### config.mk
export PLATFORM = sky130hd
export DESIGN_NAME = pattern_sequencer_flat
export DESIGN_NICKNAME = d
export VERILOG_FILES = /design/src/rtl/pattern_sequencer_pkg.sv /design/src/rtl/pattern_sequencer_if.sv /design/src/rtl/pattern_sequencer_song_rom.sv /design/src/rtl/pattern_sequencer.sv /design/src/flat_wrapper.sv
export SDC_FILE = /design/constraint.sdc
export NUM_CORES = 1
export LEC_CHECK = 0
export CAP_MARGIN = 20
export CORE_ASPECT_RATIO = 1.4
export CORE_MARGIN = 10
export CORE_UTILIZATION = 64
export CTS_BUF_LIST = sky130_fd_sc_hd__clkbuf_4 sky130_fd_sc_hd__clkbuf_8
export DETAILED_ROUTE_END_ITERATION = 12
export PLACE_DENSITY = 0.88
export SYNTH_ARGS = -nofsm -noshare
export SYNTH_HDL_FRONTEND = slang
export SYNTH_SLANG_ARGS = --single-unit
### constraint.sdc
create_clock -name CLOCK_25 -period 4.05 [get_ports CLOCK_25]
set_input_delay 0.405 -clock CLOCK_25 [delete_from_list [all_inputs] [get_ports CLOCK_25]]
set_output_delay 0.405 -clock CLOCK_25 [all_outputs]
set_load 0.02 [all_outputs]
### src/rtl/pattern_sequencer_pkg.sv
// Shared game constants, lane colours and sequencer state.
// Also holds the LFSR step and the random-note shaping.
package pattern_sequencer_pkg;

  localparam int LANES = 4;
  localparam int SONG_LEN = 64;
  localparam int IDX_W = 6;
  localparam int CNT_W = 8;
  localparam logic [15:0] LFSR_SEED = 16'hACE1;

  typedef enum logic [1:0] {
    LANE_GREEN,
    LANE_RED,
    LANE_YELLOW,
    LANE_BLUE
  } lane_t;

  typedef enum logic [1:0] {
    IDLE,
    SERVE,
    DONE
  } state_t;

  // Fibonacci step, taps 16,14,13,11.
  function automatic logic [15:0] lfsr_step(
    input logic [15:0] l
  );
    return {l[14:0], l[15] ^ l[13] ^ l[12] ^ l[10]};
  endfunction

  // A blank nibble becomes a single note so the
  // random stream never produces an empty row.
  function automatic logic [LANES-1:0] rand_pattern(
    input logic [5:0] l
  );
    logic [LANES-1:0] p;
    p = l[3:0];
    if (p == '0)
      p = 4'b0001 << l[5:4];
    return p;
  endfunction

endpackage

### src/rtl/pattern_sequencer_if.sv
// Control and pattern bundle between the pattern stage
// and its sequencer.
interface pattern_sequencer_if;
  import pattern_sequencer_pkg::*;

  logic             start;
  logic             pause;
  logic             mode;
  logic             req;
  logic [LANES-1:0] command_out;
  logic             valid;
  logic             song_done;
  logic [IDX_W-1:0] index;
  logic [CNT_W-1:0] notes_served;

  modport master (
    output start,
    output pause,
    output mode,
    output req,
    input  command_out,
    input  valid,
    input  song_done,
    input  index,
    input  notes_served
  );

  modport slave (
    input  start,
    input  pause,
    input  mode,
    input  req,
    output command_out,
    output valid,
    output song_done,
    output index,
    output notes_served
  );

endinterface

### src/rtl/pattern_sequencer_song_rom.sv
// Fixed song table; swap contents here to change the song.
// Pure combinational lookup, entry 0 is played first.
module pattern_sequencer_song_rom
  import pattern_sequencer_pkg::*;
(
  input  logic [IDX_W-1:0] addr,
  output logic [LANES-1:0] data
);

  localparam logic [3:0] SONG [64] = '{
    4'h1, 4'h2, 4'h4, 4'h8, 4'h3, 4'h0, 4'h5, 4'hA,
    4'hC, 4'h0, 4'h6, 4'h9, 4'hF, 4'h1, 4'h0, 4'h8,
    4'h2, 4'h4, 4'h0, 4'h3, 4'hC, 4'h5, 4'hA, 4'h0,
    4'h1, 4'h1, 4'h2, 4'h2, 4'h4, 4'h4, 4'h8, 4'h0,
    4'h9, 4'h6, 4'h0, 4'hF, 4'h3, 4'hC, 4'h5, 4'hA,
    4'h0, 4'h7, 4'hE, 4'hB, 4'hD, 4'h0, 4'h1, 4'h8,
    4'h2, 4'h4, 4'h8, 4'h0, 4'h6, 4'h3, 4'h9, 4'hC,
    4'h0, 4'h5, 4'hA, 4'hF, 4'h1, 4'h2, 4'h4, 4'h8
  };

  assign data = SONG[addr];

endmodule

### src/rtl/pattern_sequencer.sv
// Feeds note patterns to the falling-note stage from the
// song table or the LFSR, one per swap request.
module pattern_sequencer
  import pattern_sequencer_pkg::*;
(
  input  logic              CLOCK_25,
  input  logic              reset_n,
  pattern_sequencer_if.slave bus
);

  state_t           state_q, state_d;
  logic [15:0]      lfsr_q, lfsr_d;
  logic             req_d;
  logic             pending_q, pending_d;
  logic             mode_q, mode_d;
  logic [IDX_W-1:0] index_q, index_d;
  logic [LANES-1:0] cmd_q, cmd_d;
  logic [CNT_W-1:0] served_q, served_d;

  logic [IDX_W-1:0] rom_addr;
  logic [LANES-1:0] rom_data;
  logic [15:0]      lfsr_run;
  logic [15:0]      lfsr_first;
  logic             req_rise;
  logic             serve;
  logic             last;

  assign req_rise   = bus.req & ~req_d;
  assign serve      = (state_q == SERVE)
                    & (req_rise | pending_q)
                    & ~bus.pause
                    & ~bus.start;
  assign last       = index_q == IDX_W'(SONG_LEN - 1);
  assign lfsr_run   = lfsr_step(lfsr_q);
  assign lfsr_first = lfsr_step(LFSR_SEED);

  // Start always reads entry 0; a service reads the next one.
  assign rom_addr = bus.start ? '0 : index_q + IDX_W'(1);

  pattern_sequencer_song_rom u_rom (
    .addr (rom_addr),
    .data (rom_data)
  );

  // State and output registers.
  always_ff @(posedge CLOCK_25 or negedge reset_n) begin
    if (!reset_n) begin
      state_q   <= IDLE;
      lfsr_q    <= LFSR_SEED;
      req_d     <= 1'b0;
      pending_q <= 1'b0;
      mode_q    <= 1'b0;
      index_q   <= '0;
      cmd_q     <= '0;
      served_q  <= '0;
    end else begin
      state_q   <= state_d;
      lfsr_q    <= lfsr_d;
      req_d     <= bus.req;
      pending_q <= pending_d;
      mode_q    <= mode_d;
      index_q   <= index_d;
      cmd_q     <= cmd_d;
      served_q  <= served_d;
    end
  end

  // Next state: start wins, then service, else pend.
  always_comb begin
    state_d   = state_q;
    lfsr_d    = lfsr_q;
    pending_d = pending_q;
    mode_d    = mode_q;
    index_d   = index_q;
    cmd_d     = cmd_q;
    served_d  = served_q;
    unique case (1'b1)
      bus.start: begin
        state_d   = SERVE;
        mode_d    = bus.mode;
        index_d   = '0;
        pending_d = 1'b0;
        served_d  = CNT_W'(1);
        if (bus.mode) begin
          lfsr_d = lfsr_first;
          cmd_d  = rand_pattern(lfsr_first[5:0]);
        end else begin
          lfsr_d = LFSR_SEED;
          cmd_d  = rom_data;
        end
      end
      serve: begin
        pending_d = 1'b0;
        if (served_q != '1)
          served_d = served_q + CNT_W'(1);
        if (mode_q) begin
          lfsr_d = lfsr_run;
          cmd_d  = rand_pattern(lfsr_run[5:0]);
        end else if (last) begin
          state_d = DONE;
          cmd_d   = '0;
        end else begin
          index_d = index_q + IDX_W'(1);
          cmd_d   = rom_data;
        end
      end
      default: begin
        if (state_q == SERVE && req_rise && bus.pause)
          pending_d = 1'b1;
      end
    endcase
  end

  assign bus.command_out  = cmd_q;
  assign bus.valid        = state_q == SERVE;
  assign bus.song_done    = state_q == DONE;
  assign bus.index        = index_q;
  assign bus.notes_served = served_q;

endmodule
### src/flat_wrapper.sv
// flat-port wrapper written by rule: the top's interface ports become plain ports
module pattern_sequencer_flat import pattern_sequencer_pkg::*;
  (CLOCK_25, reset_n, bus_start, bus_pause, bus_mode, bus_req, bus_command_out, bus_valid, bus_song_done, bus_index, bus_notes_served);
  pattern_sequencer_if bus_i ();
  input  logic CLOCK_25;
  input  logic reset_n;
  input wire logic [$bits(bus_i.start)-1:0] bus_start;
  input wire logic [$bits(bus_i.pause)-1:0] bus_pause;
  input wire logic [$bits(bus_i.mode)-1:0] bus_mode;
  input wire logic [$bits(bus_i.req)-1:0] bus_req;
  output wire logic [$bits(bus_i.command_out)-1:0] bus_command_out;
  output wire logic [$bits(bus_i.valid)-1:0] bus_valid;
  output wire logic [$bits(bus_i.song_done)-1:0] bus_song_done;
  output wire logic [$bits(bus_i.index)-1:0] bus_index;
  output wire logic [$bits(bus_i.notes_served)-1:0] bus_notes_served;
  assign bus_i.start = bus_start;
  assign bus_i.pause = bus_pause;
  assign bus_i.mode = bus_mode;
  assign bus_i.req = bus_req;
  assign bus_command_out = bus_i.command_out;
  assign bus_valid = bus_i.valid;
  assign bus_song_done = bus_i.song_done;
  assign bus_index = bus_i.index;
  assign bus_notes_served = bus_i.notes_served;
  pattern_sequencer u_core (.CLOCK_25(CLOCK_25), .reset_n(reset_n), .bus(bus_i));
endmodule
---- Word-level counts from Yosys, hierarchy flattened ----
Memory sizes are Yosys's and may differ from the RTL's.
Index checks and enable logic that the tools add are counted.
cells by class
  bitwise gates (word level) .............. 12
  reduce and logical (&&, ||, !) cells .... 10
  $add $sub $neg .......................... 2
  magnitude comparators ................... 1
  shift-type cells ........................ 1
  equal/unequal tests ..................... 9
  muxes and demuxes ....................... 21
operator list
  kind                                                      number
  2-to-1 mux 16 bit                                         2
  case mux 16 bit (2 select lines)                          1
  2-to-1 mux 4 bit                                          6
  2-to-1 mux 6 bit                                          3
  case mux 8 bit (2 select lines)                           1
  case mux 6 bit (2 select lines)                           1
  adder 8 x 1 -> 8 bit, second input constant               1
  2-to-1 mux 8 bit                                          1
  inequality test 2 bit, second input constant              4
  inequality test 8 bit, second input constant              1
  case mux 4 bit (2 select lines)                           1
  greater-or-equal comparator 7 bit, second input constant  1
  NOT 6 -> 7 bit                                            1
  adder 6 x 1 -> 6 bit, second input constant               1
  == test 6 bit, second input constant                      1
  AND reduction 3 bit                                       2
  bitwise AND 1 bit                                         4
  logical NOT 4 bit                                         1
  2-to-1 mux 2 bit                                          2
  case mux 2 bit (2 select lines)                           1
  AND reduction 2 bit                                       2
  nonzero test 2 bit                                        2
  << shifter 1 x 2 -> 4 bit, first input constant           1
  NOT 1 bit                                                 3
  8 further kinds                                           12
word-level totals
  memories ................................ 1
  bits in read-only memories .............. 256
  output and inout bits ................... 20
  logic and storage cells ................. 65
  flip-flop bits (word level) ............. 39
  bits of input ports ..................... 6
memory list
  name             depth  bits a word  rd ports  clocked after Yosys merged registers in  write ports  RTL line                          text
  (no name shown)  64     4            1         0                                        0            pattern_sequencer_song_rom.sv:21  assign data = SONG[addr];

---- Logic depth before layout (Yosys ltp) ----
Gate-level depths: netlist of the first run.
  depth after elaboration ................. 9
  mapped depth ............................ 12
  depth with buffers taken out ............ 10

---- Cells and area by module ----
Synthesis of the first run repeated with hierarchy kept, for this count alone.
second synthesis, totals
  cell total of the unflattened synthesis .. 278
  area, all modules ....................... 2,537.4 µm²
modules (own cells, without submodules)
  module                      sequential area each (µm²)  instances  cells each  area each (µm²)
  pattern_sequencer           985.9                       1          201         2,034.5
  pattern_sequencer_song_rom  0.0                         1          77          503.0

---- Worst setup path before layout of the first run ----
No wires, ideal clock.
  kind .................................... reg-to-reg
  from .................................... reg u_core.index_q[1] (netlist: u_core.bus.index[1])
  to ...................................... reg u_core.cmd_q[0] (netlist: u_core.bus.command_out[0])
  buffers on the path ..................... 1
  path slack .............................. 1.395 ns
  setup time .............................. 0.136 ns
  data arrival time ....................... 2.519 ns
  required time ........................... 3.914 ns
  clock period less this slack ............ 2.655 ns
  cell stages (with the launch flop) ...... 12
  cells stage by stage .................... dfrtp_1 > ha_1 > clkbuf_1 > nand2_1 > inv_1 > ha_1 > nor2b_1 > a311oi_1 > a211oi_1 > a21o_1 > a2111oi_0 > nor3_1
between the ends
  cells in the longest elaborated chain, start to end .. 9
  elaborated cells on any way between the ends .. 11
  classes of those cells .................. add/sub: 1; eq/ne: 1; mux: 7; bitwise: 1; memory: 1
RTL lines
  element                                               RTL line                          text
  start: declaration                                    pattern_sequencer.sv:16           logic [IDX_W-1:0] index_q, index_d;
  start signal: assignment                              pattern_sequencer.sv:62           index_q <= index_d;
  adder 6 x 1 -> 6 bit                                  pattern_sequencer.sv:38           assign rom_addr = bus.start ? '0 : index_q + IDX_W'(1);
  2-to-1 mux 6 bit                                      pattern_sequencer.sv:38
  NOT 6 -> 7 bit (not written as such)                  pattern_sequencer_song_rom.sv:21
  memory (64 x 4 bit)                                   --
  2-to-1 mux 4 bit (not written as such) (2 in series)  pattern_sequencer_song_rom.sv:21
  2-to-1 mux 4 bit                                      pattern_sequencer.sv:99           end else if (last) begin
  2-to-1 mux 4 bit                                      pattern_sequencer.sv:96           if (mode_q) begin
  case mux 4 bit (2 select lines) (*)                   pattern_sequencer.sv:77           unique case (1'b1)
  end signal: assignment                                pattern_sequencer.sv:63           cmd_q <= cmd_d;
  end: declaration                                      pattern_sequencer.sv:17           logic [LANES-1:0] cmd_q, cmd_d;
Mark *: on every way between the ends. The rest lies on a longest branch, timed or not. The select of a mux whose other input is x is not followed.
A chain may end at the register's enable or synchronous reset.

---- Worst setup path after layout of the first run ----
  from .................................... reg u_core.index_q[0] (netlist: u_core.bus.index[0])
  to ...................................... reg u_core.cmd_q[1] (netlist: u_core.bus.command_out[1])
The elaborated chain is that of the path after synthesis.

==> results of run 1 <==
==> sequential cells by signal, indices dropped and copies added, names as in the netlist <==
name                     cells
u_core.bus.notes_served      8
u_core.lfsr_q               16
u_core.req_d                 1
u_core.pending_q             1
u_core.mode_q                1
u_core.state_q               2
u_core.bus.command_out       4
u_core.bus.index             6
==> per-stage QoR <==
stage,setup slack [ps],cell area (µm²),power (mW),instances,hold slack (ps)
after floorplan,1400,2820,0.534,339,109
after global placement,1120,3060,0.585,405,490
after detailed placement,1020,3060,0.589,405,505
after CTS,1050,3150,0.865,413,246
after global routing,737,3150,0.899,413,285
final,969,3150,0.863,413,223
==> worst max-delay path, stage by stage, from the launching register on <==
cell and delay, ps:
dfrtp_1 660, ha_1 530, and3_1 390, mux2_4 430, mux2_4 320, a32oi_1 300, a22oi_1 120, a211oi_1 240
==> cell families after synthesis <==
kind of cell               after synthesis  synth area share (%)
and+or+nand+nor                        124                  21.1
adders and majority gates                9                  3.99
buffers and inverters                   36                  5.68
DFF                                     39                  35.0
AOI/OAI and AO/OA                       96                  22.0
xor gates and xnor gates                22                  7.10
muxes                                   13                  5.19
==> final timing paths <==
check / start / endpoint / slack, ps
max: u_core.bus.index[0] / u_core.bus.command_out[1] / 970
min: reset_n / u_core.mode_q / 220
max reg2reg: u_core.bus.index[0] / u_core.bus.command_out[1] / 970
min reg2reg: u_core.lfsr_q[6] / u_core.lfsr_q[7] / 510
max in group asynchronous: reset_n / u_core.bus.command_out[1] / 3280
min in group CLOCK_25: u_core.lfsr_q[6] / u_core.lfsr_q[7] / 510
==> cells in the final DEF, fill, tap and decap left out, drive strengths merged, types with 8 or more instances in the layout <==
cell type,instances
a21oi,28
mux2i,9
dfstp,8
ha,9
inv,13
clkdlybuf4s50,24
and3,9
nor2,36
dfrtp,31
a31oi,9
xor2,9
o21ai,19
xnor2,13
nand3,13
nand2,32
==> where the power goes <==
| group | total [mW] | switching [mW] | internal, mW |
|---|---|---|---|
| logic | 0.155 | 0.0954 | 0.0599 |
| clock network | 0.279 | 0.135 | 0.144 |
| registers | 0.429 | 0.0183 | 0.411 |
| total | 0.863 | 0.248 | 0.615 |
==> area by class of cell <==
| cell class | count | share of cell area [%] |
|---|---|---|
| Clock inverter | 1 | 0.159 |
| Sequential cell | 39 | 31.3 |
| Clock buffer | 7 | 2.86 |
| Inverter | 13 | 1.55 |
| Multi-Input combinational cell | 264 | 53.1 |
| Timing Repair Buffer | 29 | 8.73 |
| Tap cell | 60 | 2.38 |
==> layer usage <==
metal	vias up	part of all wire, %	GRT usage [%]
li1	1245	-	-
met1	1241	40	23.3
met2	116	51	32.3
met3	25	5.7	3.55
met4	0	3.9	11.3
met5	-	0	0
==> flow_metrics.env, run 1 <==
export IMPL_status="finished, final reports clean"
export IMPL_slew_headroom_pct=42.4
export IMPL_hold_path_class="in2async"
export IMPL_finalHoldViolCount=0
export IMPL_grt_pass1_wl_um=12400
export IMPL_antenna_found_initial=0
export IMPL_worstPathRequired_ps=4250
export IMPL_ys_flop_type="dfrtp_1"
export IMPL_ios=26
export IMPL_setup_viol=0
export IMPL_dp_hpwl_um=5190
export IMPL_start_util_pct=66.5
export IMPL_arrival_ps=3280
export IMPL_die_w_um=76.1
export IMPL_min_period_ps=3080
export IMPL_cap_violations=0
export IMPL_io_buffers=25
export IMPL_tightest_slew_ps=864
export IMPL_end_kind="flip-flop"
export IMPL_yosys_top_cells_count="nor2_1, nand2_1, dfrtp_1"
export IMPL_die_h_um=98.5
export IMPL_htreeDepth=2
export IMPL_yosysTopAreaCellShare_pct=27.5
export IMPL_insertion_delay_ps=290
export IMPL_leakage_nw=1.27
export IMPL_diodes=0
export IMPL_clkTransAtPathRegs_ps=80
export IMPL_powerDensity_nw_per_um2=274
export IMPL_criticalPathCategory="reg2reg"
export IMPL_start_kind="flip-flop"
export IMPL_regArea_um2=986
export IMPL_slew_viol_final=0
export IMPL_routed_wl_um=7260
export IMPL_syn_num_nets=354
export IMPL_cts_buffers=5
export IMPL_yosysWarnings=0
export IMPL_synth_most_common_cell="nor2_1"
export IMPL_synth_edf_count=0
export IMPL_final_util_pct=74.4
export IMPL_grt_pass1_vias=2592
export IMPL_via_per_inst=6.36
export IMPL_synthTopCellsByArea="dfrtp_1, dfstp_2, a21oi_1"
export IMPL_num_vias=2627
export IMPL_yosys_area_top_type="dfrtp_1"
export IMPL_synth_distinct_cells=54
export IMPL_skew_ps=7.90
export IMPL_drtPass1Iterations=4
export IMPL_synth_cells=339
export IMPL_gr_usage_all_layers_pct=19.6
export IMPL_syn_area_um2=2820
export IMPL_final_antenna_net_count=0
export IMPL_holdBufCountCts=0
export IMPL_multi_input_area_um2=1670
export IMPL_setup_tns_ps=0
export IMPL_gp_congestion=1.01
export IMPL_fmax_mhz=325
export IMPL_postCtsResizedCells=0
export IMPL_grt_ovfl_total=0
export IMPL_rsz0062_at_grt="false"
export IMPL_synthArstFlopShare_pct=100
export IMPL_drc=0
export IMPL_post_cts_buffers=0
export IMPL_die_area_um2=7500
export IMPL_grt_max_degree=42
export IMPL_period_share_pct=76.1
export IMPL_synth_avg_cell_area_um2=8.32
export IMPL_reg2reg_depth=7
export IMPL_num_rows=28
export IMPL_avgRoutedWirePerCell_um=17.6
export IMPL_cts_tree="done"
export IMPL_clock_path_buffers=2
export IMPL_fin_nets=367
export IMPL_synth_seq_cells=39
export IMPL_coreArea_um2=4240
export IMPL_cts_root_buf="clkbuf_8"
export IMPL_ys_seq_area_share_pct=35.0
export IMPL_cp_max_fo=16
export IMPL_vdd_drop_max_uv=269
export IMPL_n_fill_cell=324
export IMPL_cts_sinks=39
export IMPL_first_iter_violations=221
export IMPL_drive_gt1_share_pct=8.22
export IMPL_syn2layout_area_growth_pct=11.9
Power figures use the tool's default switching activity.
==> inputs of run 2 (changes only) <==
--- a/config.mk
+++ b/config.mk
@@ -8,10 +8,10 @@
 export CAP_MARGIN = 20
 export CORE_ASPECT_RATIO = 1.4
 export CORE_MARGIN = 10
-export CORE_UTILIZATION = 64
+export CORE_UTILIZATION = 60
 export CTS_BUF_LIST = sky130_fd_sc_hd__clkbuf_4 sky130_fd_sc_hd__clkbuf_8
 export DETAILED_ROUTE_END_ITERATION = 12
-export PLACE_DENSITY = 0.88
+export PLACE_DENSITY = 0.83
 export SYNTH_ARGS = -nofsm -noshare
 export SYNTH_HDL_FRONTEND = slang
 export SYNTH_SLANG_ARGS = --single-unit
==> constraint.sdc (replaced) <==
create_clock -name CLOCK_25 -period 3.2 [get_ports CLOCK_25]
set_input_delay 0.32 -clock CLOCK_25 [delete_from_list [all_inputs] [get_ports CLOCK_25]]
set_output_delay 0.32 -clock CLOCK_25 [all_outputs]
set_load 0.02 [all_outputs]
==> flow_metrics.env, run 2 (synthesis results as in run 1) <==
export IMPL_status="finished, final reports clean"
export IMPL_p_total_mw=1.12
export IMPL_dp_hpwl_um=5580
export IMPL_cp_top_family="multiplexers"
export IMPL_die_area_um2=7880
export IMPL_leakage_nw=1.30
export IMPL_cp_common_cell="mux2_4"
export IMPL_crit_chain="ha_1 -> and3_1 -> mux2_4 -> mux2_4 -> a32oi_1 -> a221oi_1 -> a211oi_1"
export IMPL_cp_max_fo=16
export IMPL_period_share_pct=88.6
export IMPL_first_iter_violations=283
export IMPL_clock_path_buffers=2
export IMPL_powerDensity_nw_per_um2=349
export IMPL_grt_pass1_vias=2671
export IMPL_via_per_inst=6.49
export IMPL_fin_nets=372
export IMPL_num_rows=29
export IMPL_end_kind="flip-flop"
export IMPL_start_util_pct=62.2
export IMPL_grt_ovfl_total=0
export IMPL_final_antenna_net_count=0
export IMPL_grt_pass1_wl_um=12700
export IMPL_coreArea_um2=4540
export IMPL_critPathBufInv=0
export IMPL_criticalPathCategory="reg2reg"
export IMPL_tightest_slew_ps=829
export IMPL_cts_buffers=5
export IMPL_gp_congestion=1.01
export IMPL_crit_slowest_cell="dfrtp_1"
export IMPL_fmax_mhz=353
export IMPL_start_kind="flip-flop"
export IMPL_layout_common_cells="nor2_1, nand2_1, dfrtp_1, a21oi_1, clkdlybuf4s50_1"
export IMPL_cts_sinks=39
export IMPL_rsz0062_at_grt="false"
export IMPL_finalHoldViolCount=0
export IMPL_drc=0
export IMPL_post_cts_buffers=0
export IMPL_cap_violations=0
export IMPL_reg2reg_slack_ps=370
export IMPL_grt_max_degree=45
export IMPL_syn2layout_area_growth_pct=13.6
export IMPL_slew_headroom_pct=44.7
export IMPL_num_vias=2726
export IMPL_layout_commonest_cell="nor2_1"
export IMPL_skew_ps=5.80
export IMPL_n_fill_cell=361
export IMPL_htreeDepth=2
export IMPL_slew_viol_final=0
export IMPL_io_buffers=25
export IMPL_avgRoutedWirePerCell_um=18.4
export IMPL_drive_gt1_share_pct=9.50
export IMPL_final_util_pct=70.6
export IMPL_postCtsResizedCells=0
export IMPL_cts_tree="done"
export IMPL_antenna_found_initial=0
export IMPL_setup_tns_ps=0
export IMPL_arrival_ps=3040
export IMPL_setup_viol=0
export IMPL_die_w_um=77.9
export IMPL_drtPass1Iterations=5
export IMPL_largest_reg_flops=16
export IMPL_hold_path_class="in2async"
export IMPL_diodes=0
export IMPL_die_h_um=101
export IMPL_place_area_um2=3100
export IMPL_hold_worst_slack_ps=125
export IMPL_cts_root_buf="clkbuf_8"
export IMPL_insertion_delay_ps=290
export IMPL_routed_wl_um=7710
export IMPL_slowest_delay_ps=500
export IMPL_gr_usage_all_layers_pct=19.7
export IMPL_largest_register="u_core.lfsr_q"
export IMPL_clkTransAtPathRegs_ps=70
export IMPL_ios=26
export IMPL_vdd_drop_max_uv=341
export IMPL_worstPathRequired_ps=3410
export IMPL_holdBufCountCts=0
export IMPL_min_period_ps=2830
export IMPL_design_area_um2=3200
==> run 2: changes by cell type in the layout (fill, tap and decap cells not counted), sizes merged <==
| cell | delta |
|---|---|
| clkinv | -1 |
| clkbuf | +1 |
| buf | +5 |
==> run 2: metal layers <==
layer	routed length, µm	part of all wire, %	vias to the layer above	track usage (%)
li1	-	-	1248	-
met1	2890	37	1312	20.9
met2	4010	52	129	34.7
met3	434	5.6	37	3.57
met4	372	4.8	0	13.7
met5	0	0	-	0
==> run 2: power by group <==
part	switching [mW]	internal (mW)	leakage [nW]
registers	0.0206	0.520	0.484
clock network	0.165	0.205	0.0549
logic	0.128	0.0788	0.759
==> run 2: layout make-up <==
type	count	area (µm²)	area share [%]
Multi-Input combinational cell	264	1670	52.2
Sequential cell	39	986	30.8
Timing Repair Buffer	34	313	9.77
Clock buffer	8	104	3.24
Tap cell	62	77.6	2.42
Inverter	13	48.8	1.52
==> run 2: final timing paths <==
check | to | depth (start not counted) | start
setup / recovery | u_core.bus.command_out[1] | 7 | u_core.bus.index[1]
hold / removal | u_core.bus.index[5] | 1 | reset_n
setup reg to reg | u_core.bus.command_out[1] | 7 | u_core.bus.index[1]
hold reg to reg | u_core.lfsr_q[6] | 2 | u_core.lfsr_q[5]
max in group asynchronous | u_core.bus.notes_served[3] | 1 | reset_n
min in group CLOCK_25 | u_core.req_d | 1 | bus_req
==> run 2: stage by stage <==
step / instances / setup WS, ps
4_1_cts: 420 / 385
3_5_place_dp: 412 / 378
6_report: 420 / 366
3_3_place_gp: 412 / 402
2_1_floorplan: 339 / 545
5_1_grt: 420 / 144
==> inputs of run 3 (changes only) <==
--- a/config.mk
+++ b/config.mk
@@ -8,10 +8,9 @@
 export CAP_MARGIN = 20
 export CORE_ASPECT_RATIO = 1.4
 export CORE_MARGIN = 10
-export CORE_UTILIZATION = 60
+export CORE_UTILIZATION = 40
 export CTS_BUF_LIST = sky130_fd_sc_hd__clkbuf_4 sky130_fd_sc_hd__clkbuf_8
 export DETAILED_ROUTE_END_ITERATION = 12
-export PLACE_DENSITY = 0.83
 export SYNTH_ARGS = -nofsm -noshare
 export SYNTH_HDL_FRONTEND = slang
 export SYNTH_SLANG_ARGS = --single-unit
==> flow_metrics.env, run 3 (synthesis results as in run 1) <==
export IMPL_drtPass1Iterations=7
export IMPL_cts_root_buf="clkbuf_8"
export IMPL_arrival_ps=3040
export IMPL_die_h_um=119
export IMPL_drive_gt1_share_pct=9.50
export IMPL_post_cts_buffers=0
export IMPL_multi_input_area_um2=1670
export IMPL_ios=26
export IMPL_routed_wl_um=7560
export IMPL_insertion_delay_ps=290
export IMPL_holdBufCountCts=0
export IMPL_vdd_drop_max_uv=375
export IMPL_syn2layout_area_growth_pct=15.5
export IMPL_setup_viol=0
export IMPL_clock_path_buffers=2
export IMPL_grt_pass1_wl_um=12800
export IMPL_num_vias=2600
export IMPL_slew_headroom_pct=40.9
export IMPL_fin_nets=372
export IMPL_worstPathRequired_ps=3400
export IMPL_hold_worst_slack_ps=142
export IMPL_coreArea_um2=6890
export IMPL_n_fill_cell=690
export IMPL_slew_viol_final=0
export IMPL_cp_top_family="multiplexers"
export IMPL_start_kind="flip-flop"
export IMPL_avgRoutedWirePerCell_um=16.7
export IMPL_cap_violations=0
export IMPL_leakage_nw=1.30
export IMPL_fmax_mhz=353
export IMPL_num_rows=36
export IMPL_hold_path_class="in2async"
export IMPL_slowest_delay_ps=510
export IMPL_io_buffers=25
export IMPL_grt_ovfl_total=0
export IMPL_gr_usage_all_layers_pct=13.9
export IMPL_end_kind="flip-flop"
export IMPL_powerDensity_nw_per_um2=361
export IMPL_postCtsResizedCells=0
export IMPL_dp_hpwl_um=5430
export IMPL_place_area_um2=3140
export IMPL_skew_ps=11.1
export IMPL_die_w_um=91.0
export IMPL_setup_tns_ps=0
export IMPL_grt_pass1_vias=2547
export IMPL_largest_register="u_core.lfsr_q"
export IMPL_grt_max_degree=48
export IMPL_via_per_inst=5.74
export IMPL_period_share_pct=88.6
export IMPL_critPathBufInv=0
export IMPL_cts_buffers=5
export IMPL_finalHoldViolCount=0
export IMPL_p_total_mw=1.18
export IMPL_drc=0
export IMPL_design_area_um2=3260
export IMPL_die_area_um2=10900
export IMPL_gp_congestion=0.977
export IMPL_antenna_found_initial=0
export IMPL_status="finished, final reports clean"
export IMPL_crit_chain="ha_1 -> and3_1 -> mux2_4 -> mux2_4 -> a32oi_1 -> a22oi_1 -> a211oi_1"
export IMPL_diodes=0
export IMPL_largest_reg_flops=16
export IMPL_cp_max_fo=16
export IMPL_criticalPathCategory="reg2reg"
export IMPL_cts_sinks=39
export IMPL_cts_tree="done"
export IMPL_rsz0062_at_grt="false"
export IMPL_final_antenna_net_count=0
export IMPL_min_period_ps=2840
export IMPL_htreeDepth=2
export IMPL_crit_slowest_cell="dfrtp_1"
export IMPL_layout_commonest_cell="nor2_1"
export IMPL_tightest_slew_ps=887
export IMPL_layout_common_cells="nor2_1, nand2_1, dfrtp_1, a21oi_1, clkdlybuf4s50_1"
export IMPL_clkTransAtPathRegs_ps=80
export IMPL_start_util_pct=40.9
export IMPL_regArea_um2=986
export IMPL_first_iter_violations=237
export IMPL_cp_common_cell="mux2_4"
[run 3: worst paths after layout]
path / slack (ps) / start / end / cells after the start
hold / removal: 140 / reset_n / u_core.bus.notes_served[2] / 1
hold reg to reg: 520 / u_core.lfsr_q[5] / u_core.lfsr_q[6] / 2
setup / recovery: 360 / u_core.bus.index[1] / u_core.bus.command_out[1] / 7
max in group asynchronous: 2500 / reset_n / u_core.lfsr_q[9] / 1
min in group CLOCK_25: 480 / bus_req / u_core.req_d / 1
setup reg to reg: 360 / u_core.bus.index[1] / u_core.bus.command_out[1] / 7
[run 3: layout make-up]
type,count,area share [%]
flip-flops and latches,39,30.3
clock buffers,6,2.54
inverters,13,1.50
well taps,95,3.65
repair buffers,34,9.60
multi-input cells,264,51.4
clock inverters,2,1.08
[run 3: routing by layer]
metal | vias up | wire, µm | track usage [%]
li1 | 1252 | - | -
met1 | 1256 | 3230 | 16.7
met4 | 0 | 242 | 5.40
met2 | 74 | 3800 | 24.1
met5 | - | 0 | 0
met3 | 18 | 285 | 2.26
[run 3: power by group]
part,internal [mW],switching [mW],total [mW]
Sequential,0.520,0.0194,0.539
Clock,0.253,0.180,0.433
Combinational,0.0785,0.125,0.204
Total,0.851,0.325,1.18
[run 3: worst register-to-register path, delay by kind of cell (launching register included)]
kind | cells | cell delay, ps
mux | 2 | 750
compound gates | 3 | 590
flops | 1 | 510
fa+ha+maj | 1 | 510
simple gates | 1 | 390
[run 3: metrics by stage]
step	setup slack, ps	cells	util [%]
CTS	409	453	47.3
global placement	453	445	45.6
floorplan	545	339	-
finish	364	453	47.3
detailed placement	433	445	45.6
global route	225	453	47.3
